$ cat src/rtl/shift_ser_pkg.sv
// Shared definitions for the shift-register serialiser controller:
// state encoding and datapath widths.
package shift_ser_pkg;

    localparam int BYTE_W = 8;
    localparam int GAP_W  = 4;

    typedef logic [1:0] state_t;

    localparam state_t S_IDLE  = 2'd0;
    localparam state_t S_LOAD  = 2'd1;
    localparam state_t S_SHIFT = 2'd2;
    localparam state_t S_GAP   = 2'd3;

endpackage

$ cat src/rtl/shift_ser_ctrl.sv
// Sequencer driving an external 8-bit right-shift register: accepts a byte,
// loads it, then clocks out NBITS bits LSB-first as a framed serial stream.
//
// state   | meaning
// --------+----------------------------------------------------------
// S_IDLE  | ready for a byte; accept captures in_data into byte_q
// S_LOAD  | one cycle of sr_load with sr_data=byte_q; stall ignored
// S_SHIFT | one bit per non-stalled cycle, ena pulses the register
// S_GAP   | forced idle time between frames, gap_cnt counts down
module shift_ser_ctrl
    import shift_ser_pkg::*;
#(
    parameter int NBITS      = 8,
    parameter int GAP_CYCLES = 2
)(
    input  logic              clk,
    input  logic              areset,
    input  logic              in_valid,
    input  logic [BYTE_W-1:0] in_data,
    output logic              in_ready,
    input  logic              stall,
    output logic              sr_load,
    output logic              sr_ena,
    output logic [BYTE_W-1:0] sr_data,
    input  logic              sr_q0,
    output logic              ser_out,
    output logic              ser_valid,
    output logic              frame_done,
    output logic              busy
);

    localparam int                CNT_W    = $clog2(NBITS + 1);
    localparam logic [CNT_W-1:0]  LAST_BIT = CNT_W'(NBITS - 1);
    localparam logic [GAP_W-1:0]  GAP_LOAD = (GAP_CYCLES > 0) ? GAP_W'(GAP_CYCLES - 1) : '0;

    state_t            state;
    state_t            state_nxt;
    logic [CNT_W-1:0]  bit_cnt;
    logic [GAP_W-1:0]  gap_cnt;
    logic [BYTE_W-1:0] byte_q;
    logic              accept;
    logic              shift_fire;
    logic              last_fire;

    assign accept     = (state == S_IDLE) && in_valid;
    assign shift_fire = (state == S_SHIFT) && !stall;
    assign last_fire  = shift_fire && (bit_cnt == LAST_BIT);

    always_ff @(posedge clk or posedge areset) begin
        if (areset) begin
            state <= S_IDLE;
        end else begin
            state <= state_nxt;
        end
    end

    always_comb begin
        state_nxt = state;
        case (state)
            S_IDLE: begin
                if (in_valid) begin
                    state_nxt = S_LOAD;
                end
            end
            S_LOAD: begin
                state_nxt = S_SHIFT;
            end
            S_SHIFT: begin
                // A zero-length gap goes straight back to IDLE.
                if (last_fire) begin
                    state_nxt = (GAP_CYCLES == 0) ? S_IDLE : S_GAP;
                end
            end
            S_GAP: begin
                if (gap_cnt == '0) begin
                    state_nxt = S_IDLE;
                end
            end
            default: begin
                state_nxt = S_IDLE;
            end
        endcase
    end

    always_comb begin
        in_ready  = (state == S_IDLE);
        busy      = (state != S_IDLE);
        sr_load   = (state == S_LOAD);
        sr_data   = (state == S_LOAD) ? byte_q : '0;
        sr_ena    = shift_fire;
        ser_valid = shift_fire;
        ser_out   = shift_fire & sr_q0;
    end

    always_ff @(posedge clk or posedge areset) begin
        if (areset) begin
            byte_q <= '0;
        end else if (accept) begin
            byte_q <= in_data;
        end
    end

    // bit_cnt reaches NBITS on the final bit and stays there until the next LOAD.
    always_ff @(posedge clk or posedge areset) begin
        if (areset) begin
            bit_cnt <= '0;
        end else if (state == S_LOAD) begin
            bit_cnt <= '0;
        end else if (shift_fire) begin
            bit_cnt <= bit_cnt + CNT_W'(1);
        end
    end

    always_ff @(posedge clk or posedge areset) begin
        if (areset) begin
            gap_cnt <= '0;
        end else if (last_fire) begin
            gap_cnt <= GAP_LOAD;
        end else if ((state == S_GAP) && (gap_cnt != '0)) begin
            gap_cnt <= gap_cnt - GAP_W'(1);
        end
    end

    always_ff @(posedge clk or posedge areset) begin
        if (areset) begin
            frame_done <= 1'b0;
        end else begin
            frame_done <= last_fire;
        end
    end

endmodule
$ cat config.mk
export PLATFORM = sky130hd
export DESIGN_NAME = shift_ser_ctrl
export DESIGN_NICKNAME = d
export VERILOG_FILES = /design/src/rtl/shift_ser_pkg.sv /design/src/rtl/shift_ser_ctrl.sv
export SDC_FILE = /design/constraint.sdc
export NUM_CORES = 1
export LEC_CHECK = 0
export CORE_UTILIZATION = 25
export DETAILED_ROUTE_END_ITERATION = 10
export DONT_BUFFER_PORTS = 1
export PLACE_DENSITY = 0.43
export SYNTH_ARGS = -nofsm -noshare
export SYNTH_HDL_FRONTEND = slang
export SYNTH_SLANG_ARGS = --single-unit
$ cat constraint.sdc
create_clock -name clk -period 2.9 [get_ports clk]
set_input_delay 0.58 -clock clk [delete_from_list [all_inputs] [get_ports clk]]
set_output_delay 0.58 -clock clk [all_outputs]
set_load 0.01 [all_outputs]
==> impl_results.rst <==
.. list-table::
   :header-rows: 1

   * - Metric
     - Value
   * - Status
     - finished, final reports clean
   * - RSZ-0062 raised after global routing
     - no
   * - Layout overhead on the synthesized area
     - 8.53%
   * - Critical path peak fanout
     - 7
   * - Detailed-route wire length per cell
     - 12.3 microns
   * - Maximum number of buffers from clock root to sink
     - 2
   * - Netlist cell types
     - 32
   * - Number of gates resized after cts
     - 0
   * - Count of max-cap constraint violations
     - 0
   * - Number of warning messages in the yosys log
     - 0
   * - Routability cong.
     - 0.721
   * - Number of hold-slack violations in the final timing report
     - 0
   * - Final min period
     - 2.25 ns
   * - CP Launch Type
     - register
   * - Required time of the critical path
     - 2.32 ns
   * - Commonest non-fill, non-tap cell in the layout
     - dfrtp_1
   * - Cells after synthesis
     - 91
   * - Syn nets
     - 112
   * - Maximum vdd drop
     - 0.293 mV
   * - Arrival @ worst endpoint
     - 1.67 ns
   * - DIE AREA
     - 4310 sq um
   * - Sequential fraction of the synthesis area
     - 0.470
   * - Total overflow reported by the global router
     - 0
   * - Vias in the first global route
     - 673
   * - Pin count of the biggest net entering global routing
     - 20
   * - Count of non-filler cells in the finished layout
     - 139
   * - WS Path Type
     - register to output pin
   * - Endpoint class of the critical path
     - output pin
   * - Total track usage
     - 0.0899
   * - Num CTS Buffers
     - 3
   * - Maximum clock frequency
     - 0.445 GHz
   * - Wire length after detailed routing
     - 1710 microns
   * - # hold bufs at CTS
     - 0
   * - Worst Hold Class
     - primary input to async pin
   * - Wire length of the first global-routing pass
     - 3010 microns
   * - Clock tree from TritonCTS
     - yes
   * - Total of flip-flops plus latches after synthesis
     - 19
   * - Count of buffers added by post-CTS timing repair for setup
     - 0
   * - Post-Syn Area
     - 1010 sq um
   * - Horizontal die dimension
     - 65.6 microns
   * - Share of final-layout standard cells stronger than drive strength 1
     - 0.143
   * - Count of buffers inserted at the top-level ports
     - 0
   * - Routed vias/inst
     - 4.55
   * - Final-layout setup total negative slack
     - 0 ns
   * - CTS Root Buffer Type
     - clkbuf_8
   * - Nets
     - 113
   * - TritonCTS sink count
     - 19
   * - Number of H-tree levels
     - 1
   * - Antenna viol nets, final
     - 0
   * - Clk slew on worst S/H paths
     - 0.07 ns
   * - Area of the placeable core
     - 3770 sq um
   * - Most used cells in the layout excluding fill and tap cells
     - 19 x dfrtp_1, 10 x and2_1, 8 x inv_1, 8 x mux2_2, 8 x ha_1
   * - Leakage Power
     - 0.501 nW
   * - Headroom to the max-slew limit
     - 0.514
   * - # DRC
     - 0
   * - Initial antenna violation count
     - 0
   * - Slew at the pin closest to its max-slew limit
     - 0.729 ns
   * - Count of boundary I/O pins
     - 28
   * - Starting Density
     - 0.268
   * - Post-route fraction of the period consumed by the critical path
     - 0.775
   * - Number of diodes
     - 0
   * - Post-DP HPWL
     - 1350 microns
   * - Row count
     - 22
   * - Final number of max-transition violations
     - 0
   * - Filler cell count in the final layout
     - 401
   * - Insertion delay of the later-clocked pin in the worst-skew pair
     - 0.25 ns
   * - Avg Cell Area, Syn
     - 11.1 sq um
   * - Power density over the cells
     - 993 nW/um^2
   * - Via count
     - 633
   * - Final worst clock skew
     - 0.00223 ns
   * - # setup viols final
     - 0
   * - Total placed cells including tap cells
     - 135
   * - First drt pass iteration count
     - 3
   * - 1st-iter DRT viols
     - 31
   * - Die span in y
     - 65.6 microns
[synthesized netlist by cell type, drive strengths merged]
master | instances | share of area
dfrtp | 19 | 0.47
and2 | 10 | 0.062
mux2 | 9 | 0.10
ha | 8 | 0.099
inv | 8 | 0.030
a21oi | 6 | 0.030
nor2 | 4 | 0.015
nand2 | 3 | 0.011
buf | 2 | 0.012
clkbuf | 2 | 0.0074
a2111oi | 1 | 0.0087
a221o | 1 | 0.0099
a221oi | 1 | 0.0087
a311oi | 1 | 0.0087
a41o | 1 | 0.0099
and3 | 1 | 0.0062
mux2i | 1 | 0.0099
nand2b | 1 | 0.0062
nand3 | 1 | 0.0049
nand3b | 1 | 0.0074
nor2b | 1 | 0.0062
nor4b | 1 | 0.0087
nor4bb | 1 | 0.0099
o21ai | 1 | 0.0049
o21bai | 1 | 0.0074
or3 | 1 | 0.0062
or3b | 1 | 0.0087
or4bb | 1 | 0.011
xnor2 | 1 | 0.0087
xor2 | 1 | 0.0087
[final timing paths]
check / startpoint / end / slack, ns / depth (start not counted)
max: state[0] / ser_out / 0.65 / 5
min in group clk: in_data[5] / byte_q[5] / 0.48 / 1
min: areset / byte_q[4] / 0.34 / 1
max in group asynchronous: areset / gap_cnt[1] / 2.10 / 1
min reg2reg: byte_q[0] / byte_q[0] / 0.50 / 1
max reg2reg: gap_cnt[0] / state[1] / 0.96 / 5
[cell type report]
type,count,area [sq um],share of cell area
Clock buffer,3,41.3,0.0376
Clock inverter,1,5.00,0.00456
Inverter,8,30.0,0.0273
Multi-Input combinational cell,60,487,0.443
Sequential cell,19,475,0.433
Tap cell,48,60.1,0.0547
[power breakdown]
group | internal [mW] | switching (mW) | leakage [nW]
sequential | 0.380 | 0.0728 | 0.231
combinational | 0.216 | 0.243 | 0.244
clock | 0.0952 | 0.0841 | 0.0255
[metrics by stage]
step / power (mW) / worst slack, ns / cell area, sq um / hold slack, ns / util
global route: 1.20 / 0.494 / 1100 / 0.402 / 0.291
finish: 1.09 / 0.653 / 1100 / 0.336 / 0.291
detailed placement: 0.931 / 0.908 / 1050 / 0.491 / 0.279
floorplan: 0.844 / 1.04 / 1010 / 0.471 / -
global placement: 0.916 / 0.913 / 1050 / 0.481 / 0.279
CTS: 1.12 / 0.618 / 1100 / 0.371 / 0.291
[cells by family after synthesis]
logic type | share of synthesized area
DFF | 0.470
and+or+nand+nor | 0.163
AOI/OAI and AO/OA | 0.0878
xor gates and xnor gates | 0.0173
muxes | 0.114
buffers and inverters | 0.0494
adders and majority gates | 0.0989
[worst max-delay path: stages (launching register included)]
cell      delay [ns]
dfrtp_1         0.40
inv_1           0.13
ha_1            0.29
nand2b_1        0.14
inv_1           0.24
and2_1          0.22
[sequential cells by signal, indices dropped and copies added, names as in the netlist]
| name | flops |
|---|---|
| gap_cnt | 4 |
| bit_cnt | 4 |
| frame_done | 1 |
| byte_q | 8 |
| state | 2 |
[metal layers]
metal	part of all wire	wire length [microns]	track usage
met1	0.48	816	0.113
met5	0	0	0
met3	0.052	88	0.0295
met2	0.47	803	0.149
met4	0	0	0.0163
(Power assumes the default switching activity.)
